--- src/rtl/spi_txn_arbiter.sv ---
// Round-robin arbiter and transaction sequencer in front of a shared SPI master.
// Picks one pending requester, captures its word, drives the master newd/din
// handshake, follows the frame through the synchronized cs, and returns a
// one-cycle ack (completed) or err (start timeout) to the granted requester.
module spi_txn_arbiter #(
  parameter int NREQ     = 4,
  parameter int DW       = 12,
  parameter int START_TO = 256,
  parameter int GAP_CYC  = 48
) (
  input  logic              clk,
  input  logic              rst,
  input  logic [NREQ-1:0]   req,
  input  logic [NREQ*DW-1:0] din_flat,
  output logic [NREQ-1:0]   gnt,
  output logic [NREQ-1:0]   ack,
  output logic [NREQ-1:0]   err,
  output logic              m_newd,
  output logic [DW-1:0]     m_din,
  input  logic              m_cs,
  output logic              busy
);

  localparam int PW = (NREQ > 1) ? $clog2(NREQ) : 1;
  localparam int TW = $clog2(START_TO + 1);
  localparam int GW = $clog2(GAP_CYC + 1);

  typedef enum logic [2:0] {
    IDLE   = 3'd0,
    LAUNCH = 3'd1,
    XFER   = 3'd2,
    DONE   = 3'd3,
    GAP    = 3'd4
  } state_t;

  state_t          state_q, state_d;
  logic [PW-1:0]   ptr_q, ptr_d;
  logic [PW-1:0]   win_q, win_d;
  logic [TW-1:0]   to_cnt_q, to_cnt_d;
  logic [GW-1:0]   gap_cnt_q, gap_cnt_d;
  logic [NREQ-1:0] gnt_q, gnt_d;
  logic [NREQ-1:0] ack_q, ack_d;
  logic [NREQ-1:0] err_q, err_d;
  logic            newd_q, newd_d;
  logic [DW-1:0]   din_q, din_d;
  logic            busy_q;
  logic            cs_meta_q, cs_s_q;

  logic [DW-1:0]   words [NREQ];
  logic            any_req;
  logic [PW-1:0]   rr_win;

  function automatic logic [NREQ-1:0] onehot(input logic [PW-1:0] i);
    return {{(NREQ-1){1'b0}}, 1'b1} << i;
  endfunction

  function automatic logic [PW-1:0] next_ptr(input logic [PW-1:0] i);
    return (i == PW'(NREQ - 1)) ? '0 : i + 1'b1;
  endfunction

  // Unpack the flat requester data bus into per-requester words.
  always_comb begin
    for (int i = 0; i < NREQ; i++) begin
      words[i] = din_flat[i*DW +: DW];
    end
  end

  // Round-robin search: first set req bit at or above ptr, wrapping.
  always_comb begin
    any_req = 1'b0;
    rr_win  = '0;
    for (int i = 0; i < NREQ; i++) begin
      int idx;
      idx = (int'(ptr_q) + i) % NREQ;
      if (!any_req && req[PW'(idx)]) begin
        any_req = 1'b1;
        rr_win  = PW'(idx);
      end
    end
  end

  // Two-flop synchronizer on the master's chip select; idles high.
  always_ff @(posedge clk) begin
    if (rst) begin
      cs_meta_q <= 1'b1;
      cs_s_q    <= 1'b1;
    end else begin
      cs_meta_q <= m_cs;
      cs_s_q    <= cs_meta_q;
    end
  end

  // Next-state and registered-output logic of the transaction sequencer.
  always_comb begin
    // NOTE: every signal gets a default first so no path leaves it unassigned (no latches).
    state_d   = state_q;
    ptr_d     = ptr_q;
    win_d     = win_q;
    to_cnt_d  = to_cnt_q;
    gap_cnt_d = gap_cnt_q;
    gnt_d     = gnt_q;
    ack_d     = '0;
    err_d     = '0;
    newd_d    = newd_q;
    din_d     = din_q;
    case (state_q)
      IDLE: begin
        if (any_req) begin
          win_d    = rr_win;
          gnt_d    = onehot(rr_win);
          din_d    = words[rr_win];
          newd_d   = 1'b1;
          to_cnt_d = '0;
          state_d  = LAUNCH;
        end
      end
      LAUNCH: begin
        if (!cs_s_q) begin
          newd_d  = 1'b0;
          state_d = XFER;
        end else if (to_cnt_q == TW'(START_TO - 1)) begin
          // Master never started the frame: abort and report to the granter.
          newd_d    = 1'b0;
          gnt_d     = '0;
          err_d     = onehot(win_q);
          ptr_d     = next_ptr(win_q);
          gap_cnt_d = '0;
          state_d   = GAP;
        end else begin
          to_cnt_d = to_cnt_q + 1'b1;
        end
      end
      XFER: begin
        if (cs_s_q) begin
          ack_d   = onehot(win_q);
          state_d = DONE;
        end
      end
      DONE: begin
        // ack is high during this cycle; it and gnt fall together on exit.
        gnt_d     = '0;
        ptr_d     = next_ptr(win_q);
        gap_cnt_d = '0;
        state_d   = GAP;
      end
      GAP: begin
        if (gap_cnt_q == GW'(GAP_CYC - 1)) begin
          state_d = IDLE;
        end else begin
          gap_cnt_d = gap_cnt_q + 1'b1;
        end
      end
      default: begin
        state_d = IDLE;
        gnt_d   = '0;
        newd_d  = 1'b0;
      end
    endcase
  end

  // State and output registers; synchronous active-high reset.
  always_ff @(posedge clk) begin
    // NOTE: sequential state uses non-blocking assignments so all flops update from pre-edge values.
    if (rst) begin
      state_q   <= IDLE;
      ptr_q     <= '0;
      win_q     <= '0;
      to_cnt_q  <= '0;
      gap_cnt_q <= '0;
      gnt_q     <= '0;
      ack_q     <= '0;
      err_q     <= '0;
      newd_q    <= 1'b0;
      din_q     <= '0;
      busy_q    <= 1'b0;
    end else begin
      state_q   <= state_d;
      ptr_q     <= ptr_d;
      win_q     <= win_d;
      to_cnt_q  <= to_cnt_d;
      gap_cnt_q <= gap_cnt_d;
      gnt_q     <= gnt_d;
      ack_q     <= ack_d;
      err_q     <= err_d;
      newd_q    <= newd_d;
      din_q     <= din_d;
      busy_q    <= (state_d != IDLE);
    end
  end

  assign gnt    = gnt_q;
  assign ack    = ack_q;
  assign err    = err_q;
  assign m_newd = newd_q;
  assign m_din  = din_q;
  assign busy   = busy_q;

endmodule

--- config.mk ---
export PLATFORM = sky130hd
export DESIGN_NAME = spi_txn_arbiter
export DESIGN_NICKNAME = d
export VERILOG_FILES = /design/src/rtl/spi_txn_arbiter.sv
export SDC_FILE = /design/constraint.sdc
export NUM_CORES = 1
export LEC_CHECK = 0
export CAP_MARGIN = 0
export CELL_PAD_IN_SITES_DETAIL_PLACEMENT = 1
export CELL_PAD_IN_SITES_GLOBAL_PLACEMENT = 2
export CORE_ASPECT_RATIO = 1.1
export CORE_MARGIN = 2
export CORE_UTILIZATION = 25
export DETAILED_ROUTE_END_ITERATION = 6
export PLACE_DENSITY = 0.77
export RECOVER_POWER = 25
export SKIP_CTS_REPAIR_TIMING = 1
export SYNTH_ARGS = -nofsm -noshare
export SYNTH_HDL_FRONTEND = slang
export SYNTH_SLANG_ARGS = --single-unit
export TNS_END_PERCENT = 5
--- constraint.sdc ---
create_clock -name clk -period 2.35 [get_ports clk]
set_input_delay 0.47 -clock clk [delete_from_list [all_inputs] [get_ports clk]]
set_output_delay 0.47 -clock clk [all_outputs]
set_load 0.01 [all_outputs]
==> insert_results.sql, run 1 <==
INSERT INTO impl_metrics (metric_group, metric, value, unit) VALUES
('run_status', 'run_status', 'complete, no violations', ''),
('cells_and_area', 'layout_commonest_cell', 'sky130_fd_sc_hd__clkdlybuf4s50_1', ''),
('sta', 'fin_crit_sh', '92.0', '%'),
('global_routing', 'grt_overflow', '0', ''),
('synth', 'synth_enable_flop_cells', '0', ''),
('synth', 'yosysUniqueCellTypes', '54', ''),
('sta', 'post-route-min-period', '2.16', 'ns'),
('synth', 'synthesis.instances', '303', ''),
('clock_tree', 'clockBufferDepth', '2', ''),
('cells_and_area', 'final_core_util', '38.8', '%'),
('synth', 'syn-num-nets', '365', ''),
('synth', 'ys_async_sr_fraction', '0', '%'),
('sta', 'rsz0062_at_grt', 'false', ''),
('worst_setup_path', 'worst-setup-path-type', 'input port to flip-flop', ''),
('min_path', 'hold_path.class', 'flip-flop to flip-flop', ''),
('global_routing', 'via_count_of_the_first_global_routing_pass', '2794', ''),
('sta', 'final_max_slew_viol_count', '0', ''),
('placement', 'post-place-ws', '-0.114', 'ns'),
('drt', 'drt.antenna.violating_nets', '0', ''),
('die', 'die_area', '0.0113', 'sq mm'),
('worst_setup_path', 'cp-end-kind', 'flip-flop', ''),
('drt', 'route.vias.total', '2590', ''),
('synth', 'ys_dominant_reg_cell', 'sky130_fd_sc_hd__dfxtp_1', ''),
('cells_and_area', 'flow.area_growth_from_synthesis', '52.0', '%'),
('synth', 'synth-adder-area-share', '3.33', '%'),
('die', 'core', '0.0103', 'sq mm'),
('clock_tree', 'cts-htree-levels', '2', ''),
('die', 'number_of_rows_created_at_floorplan', '39', ''),
('synth', 'syn_avg_cell_area', '8.67', 'sq um'),
('cells_and_area', 'fillCellCount', '1209', ''),
('clock_tree', 'clk_latency', '0.29', 'ns'),
('die', 'die-height', '112', 'um'),
('sta', 'fin_worst_skew', '0.00636', 'ns'),
('global_routing', 'antenna_violations_before_repair', '0', ''),
('worst_setup_path', 'worst-endpoint-required', '2.59', 'ns'),
('global_routing', 'grt_start_max_net_pins', '31', ''),
('sta', 'slew_headroom', '55.6', '%'),
('clock_tree', 'cts_made_buffers', '5', ''),
('sta', 'postLayoutSetupSlackWorst', '0.187', 'ns'),
('worst_setup_path', 'critical_path_arrival', '2.40', 'ns'),
('worst_setup_path', 'worstSetupStartpointType', 'input port', ''),
('cells_and_area', 'drive_gt1_share', '12.6', '%'),
('synth', 'share_of_the_synthesized_netlist_area_taken_by_xor_and_xnor_gates', '2.33', '%'),
('power_and_ir_drop', 'p_leak', '1.56', 'nW'),
('cells_and_area', 'finish.net_count', '467', ''),
('die', 'io_pins', '81', ''),
('synth', 'yosys_warnings', '0', ''),
('die', 'floorplan.initialDensity', '25.5', '%'),
('clock_tree', 'cts_sink_count', '50', ''),
('worst_setup_path', 'timing.reg2reg.setup_slack', '0.25', 'ns'),
('drt', 'remaining_drc_errors', '0', ''),
('synth', 'synth.ff_latch_count', '50', ''),
('power_and_ir_drop', 'power_density', '549', 'mW/mm^2'),
('synth', 'synth_area_leader_cell', 'sky130_fd_sc_hd__dfxtp_1', ''),
('synth', 'post_synth_main_area_contributors', 'sky130_fd_sc_hd__dfxtp_1, sky130_fd_sc_hd__mux2i_1, sky130_fd_sc_hd__nor4b_1, sky130_fd_sc_hd__nor2_1, sky130_fd_sc_hd__nand3_1', ''),
('drt', 'drt-wirelength-per-cell', '14.7', 'um'),
('power_and_ir_drop', 'max_vdd_drop', '356', 'uV'),
('cells_and_area', 'layout.cells.most_common_list', 'sky130_fd_sc_hd__clkdlybuf4s50_1, sky130_fd_sc_hd__dfxtp_1, sky130_fd_sc_hd__nor2_1, sky130_fd_sc_hd__buf_4, sky130_fd_sc_hd__nand3_1', ''),
('placement', 'detailedPlacementHpwl', '6.33', 'mm'),
('power_and_ir_drop', 'p_total', '2.19', 'mW'),
('synth', 'synth_cell_area', '0.00263', 'sq mm'),
('drt', 'routed_wirelength', '8.05', 'mm'),
('global_routing', 'grt.total_usage', '15.1', '%'),
('sta', 'timing_hold_violations_final', '0', ''),
('drt', 'dr_iter_0_viols', '112', ''),
('sta', 'max_freq', '462', 'MHz'),
('sta', 'worst_slew_pin_slew', '0.666', 'ns'),
('drt', 'drt_first_pass_iters', '4', ''),
('placement', 'buffer_ports.inserted', '80', ''),
('global_routing', 'grt_pass1_wl', '13.8', 'mm'),
('synth', 'synth_compound_area_share', '16.2', '%');
==> synthesized netlist by cell type, types with 2 or more instances <==
library cell / n
sky130_fd_sc_hd__a211oi_1: 10
sky130_fd_sc_hd__a21o_1: 2
sky130_fd_sc_hd__a21oi_1: 15
sky130_fd_sc_hd__a2bb2oi_1: 2
sky130_fd_sc_hd__a32oi_1: 8
sky130_fd_sc_hd__and2_1: 11
sky130_fd_sc_hd__and3_1: 3
sky130_fd_sc_hd__buf_2: 7
sky130_fd_sc_hd__clkbuf_1: 9
sky130_fd_sc_hd__dfxtp_1: 50
sky130_fd_sc_hd__ha_1: 7
sky130_fd_sc_hd__inv_1: 6
sky130_fd_sc_hd__mux2i_1: 14
sky130_fd_sc_hd__nand2_1: 20
sky130_fd_sc_hd__nand2b_1: 5
sky130_fd_sc_hd__nand3_1: 22
sky130_fd_sc_hd__nand4_1: 5
sky130_fd_sc_hd__nor2_1: 32
sky130_fd_sc_hd__nor2b_1: 5
sky130_fd_sc_hd__nor3_1: 9
sky130_fd_sc_hd__nor4b_1: 14
sky130_fd_sc_hd__o21ai_1: 3
sky130_fd_sc_hd__o21bai_1: 5
sky130_fd_sc_hd__or2_2: 2
sky130_fd_sc_hd__or3_1: 2
sky130_fd_sc_hd__or4_1: 2
sky130_fd_sc_hd__xnor2_1: 2
sky130_fd_sc_hd__xor2_1: 5
==> registers in the layout (all words and copies together) (netlist names) <==
signal,count
ptr_q,2
m_newd,1
state_q,3
ack,4
err,4
gnt,4
busy,1
to_cnt_q,9
gap_cnt_q,6
cs_s_q,1
win_q,2
cs_meta_q,1
m_din,12
==> layout make-up <==
class	count	area, sq um	area share (%)
clock buffer	6	129	3.23
multi-input combinational	230	1540	38.5
tap	143	179	4.48
clock inverter	2	37.5	0.940
timing repair buffer	112	1090	27.2
sequential	50	1000	25.1
inverter	6	22.5	0.564
==> stage by stage <==
stage	instances	area (sq um)	setup TNS (ns)
after floorplan	303	2630	0
after global placement	541	3830	-0.214
after detailed placement	541	3830	-1.43
after CTS	549	4000	0
after global routing	549	3990	0
final	549	3990	0
==> per-layer routing <==
metal | share of wire [%] | track usage, %
met5 | 0 | 0
met1 | 43 | 18.1
met2 | 50 | 26.3
met3 | 5.6 | 4.52
met4 | 1.2 | 3.60
==> kinds of logic after synthesis <==
kind of cell,Yosys count
adder cells (fa/ha/maj),7
AND/OR/NAND/NOR,143
flip-flops,50
multiplexers,15
AO/OA/AOI/OAI,58
XOR/XNOR,7
buffers and inverters,23
==> where the power goes <==
group,leakage (nW),total [mW],internal [mW],switching [mW]
Combinational,1.07,0.445,0.251,0.194
Sequential,0.408,0.920,0.888,0.0319
Clock,0.0771,0.828,0.503,0.325
==> worst paths after layout <==
path | endpoint | from | cells past startpoint
max | m_din[10] | req[2] | 7
min | cs_s_q | cs_meta_q | 1
max reg2reg | to_cnt_q[4] | to_cnt_q[0] | 9
min reg2reg | cs_s_q | cs_meta_q | 1
==> critical path, cell delays in order <==
cell and delay, ns:
sky130_fd_sc_hd__clkdlybuf4s50_1 0.62, sky130_fd_sc_hd__or4_1 0.19, sky130_fd_sc_hd__nand3_2 0.09, sky130_fd_sc_hd__buf_12 0.17, sky130_fd_sc_hd__a21oi_2 0.50, sky130_fd_sc_hd__a21bo_2 0.29, sky130_fd_sc_hd__nand3_1 0.06
Note: power is estimated with default switching activity, not from simulation.
==> run 2, diff against run 1 <==
- CORE_MARGIN: 2 -> unset
==> run 2 against run 1 <==
Against the previous run: clock skew rose by 0.0049 ns; sequential cell count did not move; sequential share of layout area rose by 0.40 points; critical path type unchanged; maximum frequency fell by 0.47%; clock power fell by 25%; hold slack improved by 0.012 ns; largest cell class unchanged; power fell by 9.7%; utilization rose by 0.40 points; final area fell by 1.6%; worst setup slack got worse by 0.010 ns; first-iteration DRC count fell by 21%; highest routed layer unchanged; combinational power barely moved.
==> insert_results.sql, run 2 (synthesized netlist as in run 1, its figures left out) <==
INSERT INTO impl_metrics (metric_group, metric, value, unit) VALUES
('run_status', 'run_status', 'complete, no violations', ''),
('global_routing', 'grt_overflow', '0', ''),
('clock_tree', 'cts_sink_count', '50', ''),
('sta', 'fin_worst_skew', '0.0113', 'ns'),
('power_and_ir_drop', 'power_switching_share', '26.5', '%'),
('placement', 'buffer_ports.inserted', '80', ''),
('worst_setup_path', 'worst-endpoint-required', '2.56', 'ns'),
('clock_tree', 'clockRootBuffer', 'sky130_fd_sc_hd__clkbuf_8', ''),
('worst_setup_path', 'worst-r2r-cell-count', '9', ''),
('worst_setup_path', 'timing.reg2reg.setup_slack', '0.29', 'ns'),
('min_path', 'hold_path.class', 'flip-flop to flip-flop', ''),
('sta', 'slew_headroom', '52.6', '%'),
('global_routing', 'antenna_violations_before_repair', '0', ''),
('cells_and_area', 'flow.area_growth_from_synthesis', '49.6', '%'),
('drt', 'drt-wirelength-per-cell', '14.8', 'um'),
('worst_setup_path', 'cp-end-kind', 'flip-flop', ''),
('worst_setup_path', 'rr_endpoint', 'gap_cnt_q[5]', ''),
('clock_tree', 'cts_tree', 'built', ''),
('cells_and_area', 'inserted_diodes', '0', ''),
('min_path', 'min_from', 'cs_meta_q', ''),
('die', 'number_of_rows_created_at_floorplan', '38', ''),
('cells_and_area', 'largest_reg_flops', '12', ''),
('power_and_ir_drop', 'total_switching_power', '0.524', 'mW'),
('power_and_ir_drop', 'p_leak', '1.54', 'nW'),
('cells_and_area', 'finish.net_count', '465', ''),
('cells_and_area', 'layout.cells.most_common_list', 'sky130_fd_sc_hd__clkdlybuf4s50_1, sky130_fd_sc_hd__dfxtp_1, sky130_fd_sc_hd__nor2_1, sky130_fd_sc_hd__buf_4, sky130_fd_sc_hd__nand3_1', ''),
('placement', 'detailedPlacementHpwl', '6.43', 'mm'),
('die', 'die_width', '99.7', 'um'),
('clock_tree', 'clockBufferDepth', '2', ''),
('worst_setup_path', 'slowest_delay', '0.57', 'ns'),
('die', 'die_area', '0.0109', 'sq mm'),
('sta', 'timing_hold_violations_final', '0', ''),
('worst_setup_path', 'worst-path-max-fanout', '18', ''),
('placement', 'place_congestion', '0.758', ''),
('cells_and_area', 'fillCellCount', '1165', ''),
('global_routing', 'grt_start_max_net_pins', '19', ''),
('sta', 'setup-violations-final', '0', ''),
('global_routing', 'grt_pass1_wl', '13.4', 'mm'),
('drt', 'remaining_drc_errors', '0', ''),
('clock_tree', 'cts_made_buffers', '5', ''),
('die', 'die-height', '110', 'um'),
('cells_and_area', 'drive_gt1_share', '12.1', '%'),
('run', 'cap_violations', '0', ''),
('worst_setup_path', 'reg2reg_from', 'to_cnt_q[3]', ''),
('placement', 'dp_cells', '536', ''),
('min_path', 'holdPathEnd', 'cs_s_q', ''),
('cells_and_area', 'fin_cells', '544', ''),
('cells_and_area', 'final_core_util', '39.2', '%'),
('clock_tree', 'clk_latency', '0.30', 'ns'),
('sta', 'fin_crit_sh', '92.5', '%'),
('worst_setup_path', 'worstSetupStartpointType', 'input port', ''),
('power_and_ir_drop', 'max_vdd_drop', '260', 'uV'),
('global_routing', 'via_count_of_the_first_global_routing_pass', '2786', ''),
('die', 'core', '0.0100', 'sq mm'),
('cells_and_area', 'layout_commonest_cell', 'sky130_fd_sc_hd__clkdlybuf4s50_1', ''),
('drt', 'route.vias.total', '2581', ''),
('power_and_ir_drop', 'share_seq_of_total_power', '46.4', '%'),
('drt', 'drt.antenna.violating_nets', '0', ''),
('sta', 'final_max_slew_viol_count', '0', ''),
('sta', 'worst_slew_pin_slew', '0.712', 'ns'),
('worst_setup_path', 'crit_chain', 'clkdlybuf4s50_1 > clkbuf_1 > buf_4 > nand2b_1 > a311oi_1 > a41o_1', ''),
('drt', 'routed_wirelength', '8.06', 'mm'),
('drt', 'drt_first_pass_iters', '4', ''),
('sta', 'rsz0062_at_grt', 'false', ''),
('sta', 'post-route-min-period', '2.17', 'ns'),
('clock_tree', 'cts-htree-levels', '2', ''),
('worst_setup_path', 'critical_path_arrival', '2.38', 'ns'),
('global_routing', 'grt.total_usage', '15.6', '%'),
('worst_setup_path', 'critPathSlowestCell', 'sky130_fd_sc_hd__clkbuf_1', ''),
('die', 'io_pins', '81', ''),
('drt', 'dr_iter_0_viols', '89', ''),
('drt', 'route.detailed.vias_per_inst', '4.74', ''),
('power_and_ir_drop', 'clockPowerShare', '31.2', '%'),
('power_and_ir_drop', 'pwr-share-comb', '22.4', '%'),
('die', 'floorplan.initialDensity', '26.2', '%'),
('worst_setup_path', 'setup.worst_path.start', 'rst', ''),
('min_path', 'holdPathStages', '1', ''),
('clock_tree', 'worst_setup_hold_path_clk_slew', '0.10', 'ns'),
('worst_setup_path', 'worst-setup-path-type', 'input port to flip-flop', ''),
('power_and_ir_drop', 'power_density', '504', 'mW/mm^2'),
('sta', 'max_freq', '460', 'MHz'),
('power_and_ir_drop', 'cell_internal_pwr', '1.46', 'mW');
## run 2: worst max-delay path by stage
stage | to | depth (start not counted)
5_1_grt | gap_cnt_q[5] | 9
3_5_place_dp | m_din[11] | 9
4_1_cts | to_cnt_q[2] | 6
6_report | gap_cnt_q[5] | 6
2_1_floorplan | to_cnt_q[4] | 9
3_3_place_gp | to_cnt_q[2] | 6
## run 2: critical path: cells and delay by family
kind | cells | cell delay, ns
buffers and inverters | 3 | 1.41
and+or+nand+nor | 1 | 0.20
AOI/OAI and AO/OA | 2 | 0.30
## run 2: stage by stage
stage	area, sq um	worst slack [ns]	hold WS (ns)	TNS (ns)	power, mW
after floorplan	2630	0.451	0.389	0	1.12
after global placement	3820	-0.000961	0.397	-0.000961	1.39
after detailed placement	3820	-0.0720	0.396	-0.587	1.39
after CTS	3930	0.236	0.421	0	2.02
after global routing	3930	0.0427	0.449	0	2.08
final	3930	0.177	0.426	0	1.98
## run 2: power groups by stage
stage | clock, mW | combinational (mW) | sequential [mW]
floorplan | 0 | 0.177 | 0.942
global placement | 0 | 0.447 | 0.940
detailed placement | 0 | 0.453 | 0.940
CTS | 0.645 | 0.455 | 0.922
global route | 0.672 | 0.484 | 0.926
finish | 0.618 | 0.443 | 0.920
## run 2: per-layer routing
layer / GRT usage, % / routed length, um / share of wire (%)
met1: 17.5 / 3490 / 43
met3: 4.51 / 464 / 5.8
met5: 0 / 0 / 0
met2: 29.4 / 4060 / 50
met4: 3.15 / 50 / 0.62
## run 2: area by class of cell
class,instances,area (sq um),area share [%]
clock inverters,2,37.5,0.955
flip-flops and latches,50,1000,25.5
well taps,140,175,4.46
repair buffers,110,1080,27.6
clock buffers,6,72.6,1.85
inverters,6,22.5,0.573
multi-input cells,230,1540,39.1
